**src/rtl/router_pkg.sv**
```systemverilog
// Shared definitions for the 1x3 router packet-sequencing controller:
// state encodings, address constants and the decoded control-output bundle.
package router_pkg;

  localparam int unsigned NUM_FIFOS = 3;
  localparam int unsigned ADDR_W    = 2;
  localparam int unsigned STATE_W   = 3;

  localparam logic [ADDR_W-1:0] ADDR_INVALID = 2'd3;

  localparam logic [STATE_W-1:0] DECODE_ADDRESS     = 3'd0;
  localparam logic [STATE_W-1:0] LOAD_FIRST_DATA    = 3'd1;
  localparam logic [STATE_W-1:0] LOAD_DATA          = 3'd2;
  localparam logic [STATE_W-1:0] LOAD_PARITY        = 3'd3;
  localparam logic [STATE_W-1:0] FIFO_FULL_STATE    = 3'd4;
  localparam logic [STATE_W-1:0] LOAD_AFTER_FULL    = 3'd5;
  localparam logic [STATE_W-1:0] WAIT_TILL_EMPTY    = 3'd6;
  localparam logic [STATE_W-1:0] CHECK_PARITY_ERROR = 3'd7;

  typedef struct packed {
    logic detect_add;
    logic lfd_state;
    logic ld_state;
    logic laf_state;
    logic full_state;
    logic rst_int_reg;
    logic write_enb_reg;
    logic busy;
  } fsm_out_t;

  // Moore output decode for a given state.
  function automatic fsm_out_t decode_state(input logic [STATE_W-1:0] s);
    fsm_out_t o;
    o = '0;
    case (s)
      DECODE_ADDRESS:     o.detect_add = 1'b1;
      LOAD_FIRST_DATA: begin
        o.lfd_state     = 1'b1;
        o.write_enb_reg = 1'b1;
        o.busy          = 1'b1;
      end
      LOAD_DATA: begin
        o.ld_state      = 1'b1;
        o.write_enb_reg = 1'b1;
      end
      LOAD_PARITY: begin
        o.write_enb_reg = 1'b1;
        o.busy          = 1'b1;
      end
      FIFO_FULL_STATE: begin
        o.full_state    = 1'b1;
        o.busy          = 1'b1;
      end
      LOAD_AFTER_FULL: begin
        o.laf_state     = 1'b1;
        o.write_enb_reg = 1'b1;
        o.busy          = 1'b1;
      end
      WAIT_TILL_EMPTY:    o.busy = 1'b1;
      CHECK_PARITY_ERROR: begin
        o.rst_int_reg   = 1'b1;
        o.busy          = 1'b1;
      end
      default:            o.detect_add = 1'b1;
    endcase
    return o;
  endfunction

endpackage

```
**src/rtl/router_fsm.sv**
```systemverilog
// Packet-sequencing controller for the 1x3 router input path: decodes the
// header address and steps header/payload/parity loading into the selected FIFO.
module router_fsm
  import router_pkg::*;
(
  input  logic              clock,
  input  logic              resetn,
  input  logic              pkt_valid,
  input  logic [ADDR_W-1:0] data_in,
  input  logic              fifo_full,
  input  logic              fifo_empty_0,
  input  logic              fifo_empty_1,
  input  logic              fifo_empty_2,
  input  logic              soft_reset_0,
  input  logic              soft_reset_1,
  input  logic              soft_reset_2,
  input  logic              parity_done,
  input  logic              low_pkt_valid,
  output logic              detect_add,
  output logic              lfd_state,
  output logic              ld_state,
  output logic              laf_state,
  output logic              full_state,
  output logic              rst_int_reg,
  output logic              write_enb_reg,
  output logic              busy
);

  logic [STATE_W-1:0]   state_q, state_d;
  logic [ADDR_W-1:0]    addr_q, addr_d;
  fsm_out_t             out_q, out_d;
  logic [NUM_FIFOS-1:0] empty_vec_c;
  logic [NUM_FIFOS-1:0] soft_rst_vec_c;
  logic                 hdr_empty_c;
  logic                 sel_empty_c;
  logic                 sel_soft_rst_c;

  assign empty_vec_c    = {fifo_empty_2, fifo_empty_1, fifo_empty_0};
  assign soft_rst_vec_c = {soft_reset_2, soft_reset_1, soft_reset_0};

  // Empty/soft-reset selection: by incoming header address and by latched address.
  always_comb begin
    hdr_empty_c    = 1'b0;
    sel_empty_c    = 1'b0;
    sel_soft_rst_c = 1'b0;
    case (data_in)
      2'd0:    hdr_empty_c = empty_vec_c[0];
      2'd1:    hdr_empty_c = empty_vec_c[1];
      2'd2:    hdr_empty_c = empty_vec_c[2];
      default: hdr_empty_c = 1'b0;
    endcase
    case (addr_q)
      2'd0: begin
        sel_empty_c    = empty_vec_c[0];
        sel_soft_rst_c = soft_rst_vec_c[0];
      end
      2'd1: begin
        sel_empty_c    = empty_vec_c[1];
        sel_soft_rst_c = soft_rst_vec_c[1];
      end
      2'd2: begin
        sel_empty_c    = empty_vec_c[2];
        sel_soft_rst_c = soft_rst_vec_c[2];
      end
      default: begin
        sel_empty_c    = 1'b0;
        sel_soft_rst_c = 1'b0;
      end
    endcase
  end

  always_comb begin
    state_d = state_q;
    addr_d  = addr_q;
    case (state_q)
      DECODE_ADDRESS: begin
        if (pkt_valid && (data_in != ADDR_INVALID)) begin
          addr_d  = data_in;
          state_d = hdr_empty_c ? LOAD_FIRST_DATA : WAIT_TILL_EMPTY;
        end
      end
      WAIT_TILL_EMPTY: begin
        if (sel_empty_c) state_d = LOAD_FIRST_DATA;
      end
      LOAD_FIRST_DATA: state_d = LOAD_DATA;
      LOAD_DATA: begin
        if (fifo_full)       state_d = FIFO_FULL_STATE;
        else if (!pkt_valid) state_d = LOAD_PARITY;
      end
      FIFO_FULL_STATE: begin
        if (!fifo_full) state_d = LOAD_AFTER_FULL;
      end
      LOAD_AFTER_FULL: begin
        if (parity_done)        state_d = DECODE_ADDRESS;
        else if (low_pkt_valid) state_d = LOAD_PARITY;
        else                    state_d = LOAD_DATA;
      end
      LOAD_PARITY:        state_d = CHECK_PARITY_ERROR;
      CHECK_PARITY_ERROR: state_d = fifo_full ? FIFO_FULL_STATE : DECODE_ADDRESS;
      default:            state_d = DECODE_ADDRESS;
    endcase
    // Timeout soft reset of the selected FIFO overrides every transition.
    if ((state_q != DECODE_ADDRESS) && sel_soft_rst_c) state_d = DECODE_ADDRESS;
    out_d = decode_state(state_d);
  end

  always_ff @(posedge clock) begin
    if (!resetn) begin
      state_q <= DECODE_ADDRESS;
      addr_q  <= '0;
      out_q   <= decode_state(DECODE_ADDRESS);
    end else begin
      state_q <= state_d;
      addr_q  <= addr_d;
      out_q   <= out_d;
    end
  end

  assign detect_add    = out_q.detect_add;
  assign lfd_state     = out_q.lfd_state;
  assign ld_state      = out_q.ld_state;
  assign laf_state     = out_q.laf_state;
  assign full_state    = out_q.full_state;
  assign rst_int_reg   = out_q.rst_int_reg;
  assign write_enb_reg = out_q.write_enb_reg;
  assign busy          = out_q.busy;

endmodule

```
**config.mk**
```make
export PLATFORM = sky130hd
export DESIGN_NAME = router_fsm
export DESIGN_NICKNAME = d
export VERILOG_FILES = /design/src/rtl/router_pkg.sv /design/src/rtl/router_fsm.sv
export SDC_FILE = /design/constraint.sdc
export NUM_CORES = 1
export LEC_CHECK = 0
export CAP_MARGIN = 20
export CELL_PAD_IN_SITES_DETAIL_PLACEMENT = 1
export CELL_PAD_IN_SITES_GLOBAL_PLACEMENT = 2
export CORE_MARGIN = 1.5
export CORE_UTILIZATION = 28
export CTS_CLUSTER_DIAMETER = 80
export DETAILED_ROUTE_END_ITERATION = 8
export GPL_ROUTABILITY_DRIVEN = 0
export HOLD_SLACK_MARGIN = 0.12
export PLACE_DENSITY = 0.8
export SYNTH_ARGS = -nofsm -noshare
export SYNTH_HDL_FRONTEND = slang
export SYNTH_SLANG_ARGS = --single-unit
```
**constraint.sdc**
```tcl
create_clock -name clock -period 2.7 [get_ports clock]
set_clock_uncertainty 0.15 [all_clocks]
set_input_delay 0.54 -clock clock [delete_from_list [all_inputs] [get_ports clock]]
set_output_delay 0.54 -clock clock [all_outputs]
set_load 0.005 [all_outputs]
```
==> results by stage <==
Synth:
- After synthesis, the share of flip-flops with an asynchronous set or reset is 0%.
- The distinct cell type count after synthesis is 36.
- The commonest register cell after synthesis is dfxtp_1.
- The mapped cell area is 720.7 sq um.
- The share of the Yosys chip area taken by registers is between 30% and 40%.
- The per-instance average area after synthesis is roughly 9 sq um.
- The cell count after synthesis is 79.
- When the netlist entered floorplanning its net count stood at 93.
- The post-synthesis sequential element count is 13.
- The Yosys step of the flow raised 0 warnings.
- The number of flops mapped to enable cells by yosys is 0.

Clocking:
- The clock tree root driver cell is clkbuf_4.
- The longest clock path from root to sink contains 2 buffers.
- The TritonCTS sink count is 13.
- In this run, post-CTS repair resized a total of 0 instances.
- The number of buffers created by CTS is 3.
- The number of setup buffers added after CTS is 0.
- CTS built an H-tree with a depth of 1.
- TritonCTS built the clock tree.
- The clock-pin slew of the registers on the worst-case setup and hold paths is 80 ps.
- For the worst-skew pair, the clock arrives at the later sink with an insertion delay of approximately 270 ps.
- The quantity of hold-fixing buffers added after cts is 0.

Floorplanning:
- The vertical extent of the die is about 54 um.
- The count of pins on the block boundary is 22.
- The standard-cell row count is 18.
- The total area inside the core boundary comes to 2455 sq um.
- The die is 53.74 um wide.
- The initial cell density of the core is 29.36%.
- The overall die area is about 2900 sq um.

Power:
- The proportion of power drawn by combinational gates is 54.0%.
- The total net switching power is 0.3743 mW.
- Per report_power, the clock group accounts for between 10 and 15% of the total.
- The maximum vdd drop is approximately 0.49 mV.
- The internal portion of the total power is 0.5571 mW.
- The static leakage is 0.3582 nW.
- In this run switching power makes up 40.19% of total power.
- Of the total power, registers draw between 30% and 40%.
- The ratio of total power to cell area is 949.6 nW/um^2.

Timing:
- Derived from the worst setup path, the maximum achievable clock frequency is 467.1 MHz.
- The final critical delay including setup and external delays is around 2100 ps.
- In the post-route analysis, the smallest setup slack over all paths is 559.3 ps.
- The number of max-slew violations in the final report came to 0.
- The transition at the pin with the smallest max-transition slack is 483.1 ps.
- Hold is met by between 400 and 500 ps.
- The number of failing hold endpoints at the final stage was 0.
- Setup repair after global routing left no endpoint under its margin.
- The final cycle utilization of the critical path is 79.29%.
- The count of endpoints failing setup in the final report is 0.
- In this run the tightest slew margin relative to its limit is between 60 and 70%.
- For the final routed database, the setup TNS stands at 0 ps.

Place:
- The count of buffers inserted at the top-level ports is 21.
- The detailed placer's ending HPWL is 1322 um.
- The post-placement setup slack is ~270 ps.
- In this run, placement finished with an instance count of 129.

Setup path:
- The largest fanout on the critical path is 5.
- The sum of buffers and inverters on the critical path is 1.
- The worst register-to-register path has a depth of 4.
- The worst setup path is of the primary input to flip-flop kind.
- The capture instance of the worst register-to-register path is rst_int_reg$_SDFF_PN0_.
- For this design, the slowest cell found on the critical path is clkdlybuf4s50_1.
- The worst setup path is captured at a flip-flop.
- The kind of cell with the highest combined delay along the critical path is simple AND/OR/NAND/NOR gates.
- In this run the register-to-register setup slack is 830 ps.
- In this run the critical register-to-register path is launched from state_q[2]$_SDFF_PN0_.
- The highest cell delay on the worst timing path is 530 ps.
- Traced cell by cell, the critical path runs through clkdlybuf4s50_1 > nor4bb_1 > a31oi_1 > o21ai_0 > nand3_1 > nor3_1.
- The startpoint type of the worst setup path is a primary input.
- The required time of the critical path is 2740 ps.
- The worst path arrival time is between 2000 and 2500 ps.

Final layout:
- The library cell used most frequently in the layout, excluding fill and tap cells, is clkdlybuf4s50_1.
- The number of inserted diodes is 0.
- The post-route netlist has 14.56% of its cells at a drive strength greater than 1.
- From synthesis to final layout, the design area changed by 36.11%.
- The largest registers in the layout are state_q x3, addr_q x2.
- The number of filler cells placed in the layout is 303.
- The number of nets in the layout is 118.
- Leaving out fill and tap cells, the most frequent cells in the layout are clkdlybuf4s50_1 (21), dfxtp_1 (13), nor3_1 (7).
- The flip-flop count of the largest register after layout is 3.
- The number of standard cells in the layout, taps in and fillers out is 133.
- The register with the highest flop count is state_q.

GRT:
- For this run the aggregate overflow at the end of global routing stands at 0.
- Entering global routing, the biggest net connects 16 pins.
- The via count of the first global-routing pass is 627.
- The number of antenna violations at the first check in global routing is 0.
- Global routing consumed, over all layers together, 12.62% of the routing resources.
- The first global-routing pass estimated 2663 um of wire.

Hold path:
- The hold path depth is 2.
- For hold timing, the worst endpoint is addr_q[0]$_SDFFE_PN0P_.
- The worst hold path begins at addr_q[0]$_SDFFE_PN0P_.
- In this run the worst hold path is classified as flip-flop to flip-flop.

Routing:
- Dividing the detail-routed wire length by the instance count gives between 10 and 15 um.
- Summing over every cut layer, the via total after detailed routing is about 660.
- For this run, design rule violations remaining after detail routing come to 0.
- The routed wire length is ~1700 um.
- The count of nets left with antenna violations once routing finished came out at 0.
- For this run, the detailed router's first-pass iteration total came to 4.
- The starting DRC count in detailed routing is 4.
- After detailed routing, the number of vias per cell comes to 4.947.

Flow run:
- The number of maximum-capacitance violations is 0.

Status:
- The run finished with clean final reports.
[kinds of logic after synthesis]
logic type             Yosys count  synth area share (%)
AO/OA/AOI/OAI                   24                 26.56
buffers and inverters            5                 3.992
flip-flops                      13                 36.11
multiplexers                     3                 4.167
AND/OR/NAND/NOR                 34                 29.17
[stage by stage]
| step | power [mW] | area [sq um] | utilization (%) |
|---|---|---|---|
| after global routing | 1.019 | 980.9 | 39.96 |
| after floorplan | 0.6755 | 720.7 | - |
| final | 0.9315 | 980.9 | 39.96 |
| after global placement | 0.8234 | 954.7 | 38.89 |
| after detailed placement | 0.8237 | 954.7 | 38.89 |
| after CTS | 0.9463 | 980.9 | 39.96 |
[worst max path at each step]
stage | from | endpoint | slack [ps] | cells after the start
2_1_floorplan | data_in[0] | write_enb_reg$_SDFF_PN0_ | 960 | 5
3_3_place_gp | pkt_valid | lfd_state$_SDFF_PN0_ | 300 | 6
3_5_place_dp | pkt_valid | lfd_state$_SDFF_PN0_ | 270 | 6
4_1_cts | pkt_valid | rst_int_reg$_SDFF_PN0_ | 550 | 6
5_1_grt | pkt_valid | full_state$_SDFF_PN0_ | 320 | 6
6_report | pkt_valid | rst_int_reg$_SDFF_PN0_ | 560 | 6
[cell usage after synthesis (all sizes together), types with 3 or more instances]
library cell / instances / area (sq um)
o211ai: 4 / 40.03
nand2b: 3 / 18.77
nand2: 4 / 15.01
mux2i: 3 / 30.03
nor2: 6 / 22.52
inv: 4 / 15.01
o21ai: 3 / 15.01
a21oi: 6 / 33.78
dfxtp: 13 / 260.3
nor3: 7 / 35.03
[tightest hold or removal path, stage by stage (launching register included)]
cell	delay [ps]
dfxtp_1	370
nor2_1	120
nor3_1	50
[power groups by stage]
stage | Clock [mW] | Sequential [mW] | Combinational, mW
2_1_floorplan | 0 | 0.294 | 0.381
3_3_place_gp | 0 | 0.316 | 0.507
3_5_place_dp | 0 | 0.317 | 0.506
4_1_cts | 0.121 | 0.314 | 0.511
5_1_grt | 0.130 | 0.324 | 0.565
6_report | 0.116 | 0.313 | 0.503
[final cells by class]
cell class                 count  area [sq um]  share of cell area (%)
inverter                       4         15.01                   1.531
clock buffer                   4         26.28                   2.679
tap                           30         37.54                   3.827
multi-input combinational     61         431.7                   44.01
timing repair buffer          21         210.2                   21.43
sequential                    13         260.3                   26.53
[routing by layer]
layer	track usage [%]	up-vias	share of wire, %
li1	-	342	-
met1	16.02	300	48
met2	20.73	16	46
met3	4.167	0	5.9
met4	2.564	0	0
met5	0	-	0
Note: power is estimated with default switching activity, not from simulation.
